[config.mk]
export PLATFORM = sky130hd
export DESIGN_NAME = d_b_pipe
export DESIGN_NICKNAME = d
export VERILOG_FILES = /design/src/rtl/d_b_pipe.sv
export SDC_FILE = /design/constraint.sdc
export NUM_CORES = 1
export LEC_CHECK = 0
export BUFFER_PORTS_ARGS = -buffer_cell sky130_fd_sc_hd__buf_2
export CORE_MARGIN = 5
export CORE_UTILIZATION = 47
export DETAILED_ROUTE_END_ITERATION = 10
export PLACE_DENSITY_LB_ADDON = 0.15
export SYNTH_ARGS = -nofsm -noshare
export SYNTH_HDL_FRONTEND = slang
export SYNTH_SLANG_ARGS = --single-unit
[constraint.sdc]
create_clock -name clk -period 12.8 [get_ports clk]
set_input_delay 0.64 -clock clk [delete_from_list [all_inputs] [get_ports clk]]
set_output_delay 0.64 -clock clk [all_outputs]
set_load 0.01 [all_outputs]
[src/rtl/d_b_pipe.sv]
`default_nettype none
// ============================================================================
// Module   : d_b_pipe
// Purpose  : Pipelined piecewise-linear evaluator of the LNS difference
//            function d_b(z) = log2(1 - 2^z), used on the subtraction path
//            of the LNS fused adder beside the s_b(z) unit.
//            Operands and results are signed Q3.7 (128 = 1.0), z <= 0.
//            A valid/ready handshake lets the datapath stall; the whole pipe
//            advances together, so bubbles are never collapsed.
//
// Parameters:
//   PIPE_MUL : 1 = multiply registered in its own stage (latency 3)
//              0 = multiply and add share one stage     (latency 2)
//   TAG_W    : width of the opaque sideband tag carried with each sample
//
// Ports:
//   clk          in   clock
//   rst_n        in   asynchronous active-low reset
//   in_valid     in   input sample valid
//   in_ready     out  block can accept a sample this cycle
//   in_z         in   [10:0] signed Q3.7 operand difference z
//   in_tag       in   [TAG_W-1:0] sideband tag
//   out_valid    out  result valid
//   out_ready    in   downstream accepts the result
//   out_db       out  [10:0] signed Q3.7 d_b(z), range [-1024, 0]
//   out_sing     out  input was z >= 0 (singular / out of domain)
//   out_tag      out  [TAG_W-1:0] tag of this result
//
// Optional feature (macro LNS_DB_SING_CNT_EN):
//   sing_cnt     out  [15:0] saturating count of transferred singular results
//   sing_cnt_clr in   synchronous clear, wins over increment
//
// Revision : 1.0  initial release
// ============================================================================

module d_b_pipe #(
   parameter int PIPE_MUL = 1,
   parameter int TAG_W    = 4
) (
   input  logic             clk,
   input  logic             rst_n,
   input  logic             in_valid,
   output logic             in_ready,
   input  logic [10:0]      in_z,
   input  logic [TAG_W-1:0] in_tag,
   output logic             out_valid,
   input  logic             out_ready,
   output logic [10:0]      out_db,
   output logic             out_sing,
   output logic [TAG_W-1:0] out_tag
`ifdef LNS_DB_SING_CNT_EN
   ,
   output logic [15:0]      sing_cnt,
   input  logic             sing_cnt_clr
`endif
);

   // -------------------------------------------------------------------------
   // Segment table
   // -------------------------------------------------------------------------
   // Lower bounds of segments S1..S6 (S0 starts at -1024).
   localparam logic signed [10:0] Z_LO_S1 = -11'sd512;
   localparam logic signed [10:0] Z_LO_S2 = -11'sd256;
   localparam logic signed [10:0] Z_LO_S3 = -11'sd128;
   localparam logic signed [10:0] Z_LO_S4 = -11'sd64;
   localparam logic signed [10:0] Z_LO_S5 = -11'sd32;
   localparam logic signed [10:0] Z_LO_S6 = -11'sd16;

   // Low 10 bits of each segment's z_lo. Every segment spans fewer than 1024
   // codes, so d = z - z_lo is exact when computed modulo 2^10.
   localparam logic [9:0] BASE_S0 = 10'h000;   // -1024
   localparam logic [9:0] BASE_S1 = 10'h200;   // -512
   localparam logic [9:0] BASE_S2 = 10'h300;   // -256
   localparam logic [9:0] BASE_S3 = 10'h380;   // -128
   localparam logic [9:0] BASE_S4 = 10'h3C0;   // -64
   localparam logic [9:0] BASE_S5 = 10'h3E0;   // -32
   localparam logic [9:0] BASE_S6 = 10'h3F0;   // -16

   // d_b at each segment's left end point.
   localparam logic signed [10:0] Y_S0 = -11'sd1;
   localparam logic signed [10:0] Y_S1 = -11'sd12;
   localparam logic signed [10:0] Y_S2 = -11'sd53;
   localparam logic signed [10:0] Y_S3 = -11'sd128;
   localparam logic signed [10:0] Y_S4 = -11'sd227;
   localparam logic signed [10:0] Y_S5 = -11'sd339;
   localparam logic signed [10:0] Y_S6 = -11'sd460;

   // Slopes, scaled by 256 (the product is shifted right by 8).
   localparam logic signed [14:0] K_S0 = -15'sd5;
   localparam logic signed [14:0] K_S1 = -15'sd41;
   localparam logic signed [14:0] K_S2 = -15'sd150;
   localparam logic signed [14:0] K_S3 = -15'sd396;
   localparam logic signed [14:0] K_S4 = -15'sd896;
   localparam logic signed [14:0] K_S5 = -15'sd1936;
   localparam logic signed [14:0] K_S6 = -15'sd8602;

   localparam logic [10:0] DB_SING = 11'h400;  // -1024

   // -------------------------------------------------------------------------
   // Handshake: one shared advance enable for every stage
   // -------------------------------------------------------------------------
   logic out_valid_q, out_valid_d;
   logic adv;

   assign adv      = !out_valid_q || out_ready;
   assign in_ready = adv;

   // -------------------------------------------------------------------------
   // Stage 1: segment decode
   // -------------------------------------------------------------------------
   logic signed [10:0] z_s;
   logic        [9:0]  seg_base;
   logic signed [10:0] seg_ylo;
   logic signed [14:0] seg_k;
   logic               seg_sing;

   assign z_s = in_z;

   always_comb begin
      seg_base = BASE_S0;
      seg_ylo  = '0;
      seg_k    = '0;
      seg_sing = 1'b0;
      if (!z_s[10]) begin
         // z >= 0: no table value; stage 3 substitutes the saturated result.
         seg_sing = 1'b1;
      end else if (z_s < Z_LO_S1) begin
         seg_base = BASE_S0; seg_ylo = Y_S0; seg_k = K_S0;
      end else if (z_s < Z_LO_S2) begin
         seg_base = BASE_S1; seg_ylo = Y_S1; seg_k = K_S1;
      end else if (z_s < Z_LO_S3) begin
         seg_base = BASE_S2; seg_ylo = Y_S2; seg_k = K_S2;
      end else if (z_s < Z_LO_S4) begin
         seg_base = BASE_S3; seg_ylo = Y_S3; seg_k = K_S3;
      end else if (z_s < Z_LO_S5) begin
         seg_base = BASE_S4; seg_ylo = Y_S4; seg_k = K_S4;
      end else if (z_s < Z_LO_S6) begin
         seg_base = BASE_S5; seg_ylo = Y_S5; seg_k = K_S5;
      end else begin
         seg_base = BASE_S6; seg_ylo = Y_S6; seg_k = K_S6;
      end
   end

   logic                    s1_valid_q, s1_valid_d;
   logic        [9:0]       s1_d_q,     s1_d_d;
   logic signed [14:0]      s1_k_q,     s1_k_d;
   logic signed [10:0]      s1_ylo_q,   s1_ylo_d;
   logic                    s1_sing_q,  s1_sing_d;
   logic        [TAG_W-1:0] s1_tag_q,   s1_tag_d;

   always_comb begin
      s1_valid_d = s1_valid_q;
      s1_d_d     = s1_d_q;
      s1_k_d     = s1_k_q;
      s1_ylo_d   = s1_ylo_q;
      s1_sing_d  = s1_sing_q;
      s1_tag_d   = s1_tag_q;
      if (adv) begin
         s1_valid_d = in_valid;
         s1_d_d     = in_z[9:0] - seg_base;
         s1_k_d     = seg_k;
         s1_ylo_d   = seg_ylo;
         s1_sing_d  = seg_sing;
         s1_tag_d   = in_tag;
      end
   end

   // -------------------------------------------------------------------------
   // Multiply: d (unsigned) * k (signed), both widened to 24 bits signed
   // -------------------------------------------------------------------------
   logic signed [23:0] mul_a;
   logic signed [23:0] mul_b;
   logic signed [23:0] mul_p;

   assign mul_a = {14'd0, s1_d_q};
   assign mul_b = {{9{s1_k_q[14]}}, s1_k_q};
   assign mul_p = mul_a * mul_b;

   // Inputs of the final add/saturate stage, sourced per PIPE_MUL.
   logic                    st3_valid;
   logic signed [23:0]      st3_p;
   logic signed [10:0]      st3_ylo;
   logic                    st3_sing;
   logic        [TAG_W-1:0] st3_tag;

   generate
      if (PIPE_MUL != 0) begin : g_mul_reg
         logic                    s2_valid_q, s2_valid_d;
         logic signed [23:0]      s2_p_q,     s2_p_d;
         logic signed [10:0]      s2_ylo_q,   s2_ylo_d;
         logic                    s2_sing_q,  s2_sing_d;
         logic        [TAG_W-1:0] s2_tag_q,   s2_tag_d;

         always_comb begin
            s2_valid_d = s2_valid_q;
            s2_p_d     = s2_p_q;
            s2_ylo_d   = s2_ylo_q;
            s2_sing_d  = s2_sing_q;
            s2_tag_d   = s2_tag_q;
            if (adv) begin
               s2_valid_d = s1_valid_q;
               s2_p_d     = mul_p;
               s2_ylo_d   = s1_ylo_q;
               s2_sing_d  = s1_sing_q;
               s2_tag_d   = s1_tag_q;
            end
         end

         always_ff @(posedge clk or negedge rst_n) begin
            if (!rst_n) begin
               s2_valid_q <= 1'b0;
               s2_p_q     <= '0;
               s2_ylo_q   <= '0;
               s2_sing_q  <= 1'b0;
               s2_tag_q   <= '0;
            end else begin
               s2_valid_q <= s2_valid_d;
               s2_p_q     <= s2_p_d;
               s2_ylo_q   <= s2_ylo_d;
               s2_sing_q  <= s2_sing_d;
               s2_tag_q   <= s2_tag_d;
            end
         end

         assign st3_valid = s2_valid_q;
         assign st3_p     = s2_p_q;
         assign st3_ylo   = s2_ylo_q;
         assign st3_sing  = s2_sing_q;
         assign st3_tag   = s2_tag_q;
      end else begin : g_mul_comb
         assign st3_valid = s1_valid_q;
         assign st3_p     = mul_p;
         assign st3_ylo   = s1_ylo_q;
         assign st3_sing  = s1_sing_q;
         assign st3_tag   = s1_tag_q;
      end
   endgenerate

   // -------------------------------------------------------------------------
   // Final stage: r = y_lo + floor(p / 256), saturated to [-1024, 0]
   // -------------------------------------------------------------------------
   // Kept as separate signed signals so the shift stays arithmetic.
   logic signed [23:0] ylo_ext;
   logic signed [23:0] p_sh;
   logic signed [23:0] r_wide;
   logic        [10:0] r_sat;

   assign ylo_ext = {{13{st3_ylo[10]}}, st3_ylo};
   assign p_sh    = st3_p >>> 8;
   assign r_wide  = ylo_ext + p_sh;

   always_comb begin
      if (r_wide < -24'sd1024) begin
         r_sat = DB_SING;
      end else if (r_wide > 24'sd0) begin
         r_sat = 11'd0;
      end else begin
         r_sat = r_wide[10:0];
      end
   end

   logic        [10:0]      out_db_q,   out_db_d;
   logic                    out_sing_q, out_sing_d;
   logic        [TAG_W-1:0] out_tag_q,  out_tag_d;

   always_comb begin
      out_valid_d = out_valid_q;
      out_db_d    = out_db_q;
      out_sing_d  = out_sing_q;
      out_tag_d   = out_tag_q;
      if (adv) begin
         out_valid_d = st3_valid;
         out_db_d    = st3_sing ? DB_SING : r_sat;
         out_sing_d  = st3_sing;
         out_tag_d   = st3_tag;
      end
   end

   always_ff @(posedge clk or negedge rst_n) begin
      if (!rst_n) begin
         s1_valid_q  <= 1'b0;
         s1_d_q      <= '0;
         s1_k_q      <= '0;
         s1_ylo_q    <= '0;
         s1_sing_q   <= 1'b0;
         s1_tag_q    <= '0;
         out_valid_q <= 1'b0;
         out_db_q    <= '0;
         out_sing_q  <= 1'b0;
         out_tag_q   <= '0;
      end else begin
         s1_valid_q  <= s1_valid_d;
         s1_d_q      <= s1_d_d;
         s1_k_q      <= s1_k_d;
         s1_ylo_q    <= s1_ylo_d;
         s1_sing_q   <= s1_sing_d;
         s1_tag_q    <= s1_tag_d;
         out_valid_q <= out_valid_d;
         out_db_q    <= out_db_d;
         out_sing_q  <= out_sing_d;
         out_tag_q   <= out_tag_d;
      end
   end

   assign out_valid = out_valid_q;
   assign out_db    = out_db_q;
   assign out_sing  = out_sing_q;
   assign out_tag   = out_tag_q;

`ifdef LNS_DB_SING_CNT_EN
   // -------------------------------------------------------------------------
   // Singular-result counter: counts transferred results with out_sing set
   // -------------------------------------------------------------------------
   logic [15:0] sing_cnt_q, sing_cnt_d;

   always_comb begin
      sing_cnt_d = sing_cnt_q;
      if (sing_cnt_clr) begin
         sing_cnt_d = 16'd0;
      end else if (out_valid_q && out_ready && out_sing_q &&
                   (sing_cnt_q != 16'hFFFF)) begin
         sing_cnt_d = sing_cnt_q + 16'd1;
      end
   end

   always_ff @(posedge clk or negedge rst_n) begin
      if (!rst_n) begin
         sing_cnt_q <= 16'd0;
      end else begin
         sing_cnt_q <= sing_cnt_d;
      end
   end

   assign sing_cnt = sing_cnt_q;
`endif

endmodule

`default_nettype wire

==> results of run 1 <==
[cell type report]
cell class                      instances  area (um^2)
Inverter                              186          698
Tap cell                              265          332
Clock buffer                            9          225
Multi-Input combinational cell        730         6430
Timing Repair Buffer                   39          205
Sequential cell                        83         2080
Clock inverter                          7         60.1
Fill cell                            1919         9500
[final timing paths]
path / from / endpoint / slack [ns] / cells after the start
worst max-delay path: s1_d_q[7]$_DFFE_PN0P_ / g_mul_reg.s2_p_q[23]$_DFFE_PN0P_ / 7.04 / 18
worst min-delay path: rst_n / g_mul_reg.s2_p_q[9]$_DFFE_PN0P_ / 0.17 / 1
worst max register to register: s1_d_q[7]$_DFFE_PN0P_ / g_mul_reg.s2_p_q[23]$_DFFE_PN0P_ / 7.04 / 18
worst min register to register: g_mul_reg.s2_valid_q$_DFFE_PN0P_ / g_mul_reg.s2_valid_q$_DFFE_PN0P_ / 0.46 / 2
max in group asynchronous: rst_n / g_mul_reg.s2_p_q[22]$_DFFE_PN0P_ / 11.52 / 2
min in group clk: g_mul_reg.s2_valid_q$_DFFE_PN0P_ / g_mul_reg.s2_valid_q$_DFFE_PN0P_ / 0.46 / 2
[routing by layer]
metal	vias up	GRT usage (%)
met5	-	0
met4	0	4.26
met3	25	2.63
met2	118	33.4
met1	3254	28.6
li1	3229	-
[synth_stat cells, types with 6 or more instances]
library cell / instances / share of area (%)
a21oi_1: 33 / 1.8
xor2_1: 11 / 1.0
nand2_1: 208 / 8.3
o41ai_2: 7 / 1.2
nor2b_1: 6 / 0.40
a21o_1: 10 / 0.80
and2_1: 71 / 4.7
inv_1: 184 / 7.4
fa_1: 130 / 28
nor3_1: 6 / 0.32
dfrtp_1: 83 / 22
clkbuf_1: 38 / 1.5
xnor2_1: 26 / 2.4
o21ai_0: 37 / 2.0
ha_1: 72 / 9.6
nor2_1: 40 / 1.6
[kinds of logic after synthesis]
family / after synthesis / share of synthesized area, %
AOI/OAI and AO/OA: 133 / 10.4
buffers and inverters: 228 / 9.24
adders and majority gates: 202 / 37.4
DFF: 83 / 22.2
xor gates and xnor gates: 37 / 3.46
and+or+nand+nor: 357 / 17.2
muxes: 1 / 0.107
[sequential cells by signal, summed over array words and instances (netlist names), 4 cells and up]
| signal | count |
|---|---|
| g_mul_reg.s2_ylo_q | 9 |
| out_db | 11 |
| g_mul_reg.s2_tag_q | 4 |
| s1_ylo_q | 6 |
| s1_d_q | 10 |
| g_mul_reg.s2_p_q | 16 |
| s1_tag_q | 4 |
| s1_k_q | 13 |
| out_tag | 4 |
[metrics by stage]
stage | instance area [um^2] | cells | hold WS, ns
finish | 10000 | 1319 | 0.170
global route | 10000 | 1319 | 0.174
CTS | 10000 | 1319 | 0.170
detailed placement | 9740 | 1303 | 0.452
global placement | 9740 | 1303 | 0.443
floorplan | 9370 | 1041 | 0.344
[worst max-delay path, delay by kind of cell, from the launching register on]
family	cells	cell delay (ns)
compound gates	7	1.77
fa+ha+maj	6	2.88
simple gates	1	0.25
flops	1	0.56
buf+inv	4	0.20
==> run metrics, run 1 <==
Routed WL per cell=roughly 16 um; met2 wire length=between 9 and 10 mm; root buf cell=clkbuf_16; site row count=between 50 and 60; first-pass GRT wire length=between 30 and 40 mm; Remaining DRCs=0; number of diodes=0; WP data arrival=5.99 ns; Post-synth EDFFs=0; Total Nets Final=about 1300; All-Layer GR Usage=between 20% and 30%; Async S/R FF share, synth=100%; CTS tree=done; post-CTS setup buffers=0; # setup viols final=0; routability cong.=a little over 0.8; Max-cap violations=0; synthesized area per cell=around 9 um^2; Post-CTS Hold Buffers=0; grt total ovfl=0; Final period util=a little under half; CTS Buf Count=9; max layer used=met4; crit-path most repeated cell=fa_1; detailed-route vias per instance=about 5.0; Area Growth Syn to Fin=7.07%; DR iter-0 viols=375; clock slew at reported path FFs=0.07 ns; Mapped Nets=between 1000 and 1500; die width=between 150 and 200 um; commonest non-fill, non-tap cell in the layout=nand2_1; H-tree Lvls=3; Cell Chain, Critical Path=and2_1, fa_1, inv_1, fa_1, inv_1, fa_1, fa_1, inv_1, fa_1, inv_1, ha_1, o21a_1, o21ai_0, o31ai_4, a211oi_2, o31a_1, o21a_1, o311ai_1; setup TNS=0 ns; die area=approximately 23000 um^2; post-cts gate resize count=0; Post-Synthesis Cells=1041; core area=between 15000 and 20000 um^2; synth unique cells=61; Sink Count=83; Rel. slew slack=between 30% and 40%; initial antenna violation count=0; Tmin final=5.76 ns; met1 wire length=between 9 and 10 mm; Max Slew Vio Count=0; Most used DFF post-synth=dfrtp_1; layout cell share with drive strength beyond 1=approximately 7.5%; vias in the first global route=roughly 7000; critical path peak fanout=14; Data required, critical path=about 13 ns; Clock Latency Late Sink=between 0.3 and 0.4 ns; worst stage delay on the critical path=~0.56 ns; maximum clock frequency=around 170 MHz; CTS max path bufs=2; capturing element type of the critical path=register; final core utilization=between 50% and 60%; setup ws final=around 7.0 ns; drt pass-1 iters=5; die height=roughly 150 um; outcome=complete, no violations; via count=6626; yosys warns=0; largest net degree at the start of global routing=89; CP max stage cell=dfrtp_1; routed wire length on met3=about 750 um; Post-Place Setup Slack=approximately 7.0 ns; IO Pins=37; RSZ-0062 raised after global routing=false; Cell Area, Synth=between 9000 and 10000 um^2; Synth Register Bits=slightly above 80; register area share after synthesis=between 20% and 30%; Hold Vio Cnt, Final=0; most frequent cells in the layout=nand2_1, inv_1, fa_1, dfrtp_1, ha_1; number of port buffers=36; critical path type=register to register; clk_skew=0.00910 ns; WL final=between 20 and 25 mm; initial core utilization=48.0%; CP startpoint kind=register; half-perimeter wire length after placement=about 16 mm; Tightest Pin Transition=just over 0.9 ns; Hold Crit Class=input port to async pin; DRT antenna net count=0
Power of run 1 is left out: the tool's default activity adds up to more than one toggle a clock period on the data nets, which glitch-free logic cannot reach.
==> run 2, diff against run 1 <==
--- a/config.mk
+++ b/config.mk
@@ -5,6 +5,7 @@
 export SDC_FILE = /design/constraint.sdc
 export NUM_CORES = 1
 export LEC_CHECK = 0
+export ABC_AREA = 1
 export BUFFER_PORTS_ARGS = -buffer_cell sky130_fd_sc_hd__buf_2
 export CORE_MARGIN = 5
 export CORE_UTILIZATION = 47
==> constraint.sdc (replaced) <==
create_clock -name clk -period 5.1 [get_ports clk]
set_input_delay 0.255 -clock clk [delete_from_list [all_inputs] [get_ports clk]]
set_output_delay 0.255 -clock clk [all_outputs]
set_load 0.01 [all_outputs]
==> run metrics, run 2 <==
Max-cap violations=0 (unchanged); critical path peak fanout=6 (-8); die width=158 um (+4.4%); Sink Count=83 (unchanged); setup TNS=0 ns (unchanged); drt pass-1 iters=5 (unchanged); CTS Buf Count=9 (unchanged); synth unique cells=44 (-28%); detailed-route vias per instance=4.79 (-4.6%); grt total ovfl=0 (unchanged); RSZ-0062 raised after global routing=true; die area=24900 um^2 (+8.9%); DR iter-0 viols=460 (+23%); site row count=54 (+5.9%); Area contributors post-synth=fa_1, dfrtp_1, nand2_1, inv_1, ha_1; layout cell share with drive strength beyond 1=15.8% (+8.3 points); core area=21700 um^2 (+11%); capturing element type of the critical path=register; top cell type's share of synthesized area=25.4% (-2.4 points); Remaining DRCs=0 (unchanged); placed inst area=11100 um^2 (+14%); Most used DFF post-synth=dfrtp_1; Post-synth EDFFs=0 (unchanged); CTS max path bufs=2 (unchanged); Area Growth Syn to Fin=16.4%; yosys warns=0 (unchanged); critical path type=register to register; H-tree Lvls=3 (unchanged); WL final=24.9 mm (+20%); DRT antenna net count=0 (unchanged); Max Slew Vio Count=0 (unchanged); number of diodes=0 (unchanged); first-pass GRT wire length=41.4 mm (+13%); Tmin final=4.99 ns (-0.769 ns); hold depth=3; Clock Latency Late Sink=0.35 ns (about the same); All-Layer GR Usage=20.8% (+0.60 points); final core utilization=55.0% (+3.7 points); WP data arrival=5.24 ns (-0.75 ns); via count=8388 (+27%); vias in the first global route=8358 (+16%); Mapped Nets=1596 (+26%); Data required, critical path=5.34 ns (-7.69 ns); number of flip-flops in the largest register=16 (unchanged); Synth area leader=fa_1; # setup viols final=0 (unchanged); routability cong.=0.916 (+10%); synthesized area per cell=7.46 um^2 (-17%); Routed WL per cell=14.2 um (-9.4%); IO Pins=37 (unchanged); Rel. slew slack=32.8% (-5.5 points); Hold Crit Class=input port to register; Async S/R FF share, synth=100% (unchanged); half-perimeter wire length after placement=20.3 mm (+24%); Most flops, register=g_mul_reg.s2_p_q; R2R depth=22 (+4); CTS tree=done; most common cell in the netlist=nand2_1; commonest cells in the netlist=nand2_1, inv_1, fa_1; CP startpoint kind=register; Hold Vio Cnt, Final=0 (unchanged); Tightest Pin Transition=1.01 ns (+0.0815 ns); outcome=complete, no violations; initial antenna violation count=0 (unchanged); commonest non-fill, non-tap cell in the layout=nand2_1; Post-Synthesis Cells=1375 (+32%); clock slew at reported path FFs=0.07 ns (about the same); Finished Cell Area=11900 um^2 (+19%); Total Nets Final=1687 (+33%); root buf cell=clkbuf_16; initial core utilization=47.3% (-0.66 points); Cell Area, Synth=10300 um^2 (+9.6%); most frequent cells in the layout=nand2_1, inv_1, fa_1, buf_4, dfrtp_1; Final period util=97.9% (+53 points); register area share after synthesis=20.2% (-1.9 points); number of port buffers=36 (unchanged); Synth Register Bits=83 (unchanged); die height=158 um (+4.4%); clk_skew=0.00893 ns (-0.000171 ns); maximum clock frequency=200 MHz (+15%); largest net degree at the start of global routing=85 (-4.5%)
## run 2: changes by cell type after synthesis, moves of 7 or more
cell,change
clkbuf_1,-8
and2_1,-69
o21ai_0,+8
nand2_1,+219
nor2_1,+20
nand4_1,+9
xnor2_1,-16
inv_1,+156
nand3_1,+34
o21bai_2,+8
a21o_1,-7
o41ai_2,-7
## run 2: through the flow
stage          hold WS (ns)  setup slack (ns)  instances
2_1_floorplan       -0.0406            0.0105       1375
3_3_place_gp         0.0633            0.0404       1713
3_5_place_dp         0.0635           -0.0591       1713
4_1_cts              0.0800           0.00284       1730
5_1_grt              0.0898            -0.114       1751
6_report             0.0909             0.106       1751
## run 2: cell families (layout without fill, tap and decap cells)
| family | after synthesis | count (layout) | synth area share [%] |
|---|---|---|---|
| AOI/OAI and AO/OA | 112 | 112 | 6.48 |
| DFF | 83 | 83 | 20.2 |
| xor gates and xnor gates | 24 | 24 | 2.12 |
| and+or+nand+nor | 573 | 573 | 23.0 |
| adders and majority gates | 202 | 202 | 34.1 |
| buffers and inverters | 381 | 477 | 14.0 |
## run 2: what timing repair did
| action | in CTS | in global routing |
|---|---|---|
| setup endpoints to repair | 2 | 13 |
| hold buffers | 1 | 0 |
| endpoints found under the hold margin | 5 | 0 |
| gates resized for setup | 4 | 88 |
| pin swaps | 0 | 39 |
| gates cloned | 0 | 1 |
| buffers inserted | 0 | 20 |
## run 2: layout make-up
type | count | area (um^2)
multi-input combinational | 911 | 7050
clock inverter | 7 | 93.8
sequential | 83 | 2090
inverter | 343 | 1290
tap | 280 | 350
fill | 2083 | 9750
timing repair buffer | 118 | 837
clock buffer | 9 | 225
## run 2: worst max-delay path, stage by stage (launching register included)
cell and delay [ns]:
dfrtp_2 0.46, buf_6 0.13, nand2_4 0.06, fa_2 0.62, inv_4 0.08, fa_1 0.53
inv_1 0.05, fa_1 0.49, fa_1 0.43, fa_1 0.54, inv_1 0.04, ha_1 0.32
nand2_2 0.08, inv_2 0.08, nand3_2 0.07, nor3_2 0.23, buf_4 0.15, nand2_1 0.05
nand2_1 0.07, nor2_2 0.04, or2_0 0.21, nand3_1 0.07, nand2_1 0.06
## run 2: routing by layer
layer	global-route usage [%]	up-vias	wire, um
met5	0	-	0
met1	30.2	4001	12100
met2	33.5	104	11700
met4	4.26	0	403
li1	-	4256	-
met3	2.84	27	648
## run 2: worst paths after layout
path / from / slack [ns] / end
max: s1_k_q[12]$_DFFE_PN0P_ / 0.11 / g_mul_reg.s2_p_q[23]$_DFFE_PN0P_
min: in_z[0] / 0.09 / s1_d_q[0]$_DFFE_PN0P_
max reg2reg: s1_k_q[12]$_DFFE_PN0P_ / 0.11 / g_mul_reg.s2_p_q[23]$_DFFE_PN0P_
min reg2reg: out_db[10]$_DFFE_PN0P_ / 0.48 / out_db[10]$_DFFE_PN0P_
max in group asynchronous: rst_n / 3.62 / s1_d_q[7]$_DFFE_PN0P_
min in group asynchronous: rst_n / 0.25 / out_db[7]$_DFFE_PN0P_
Power of run 2 is left out for the same reason.
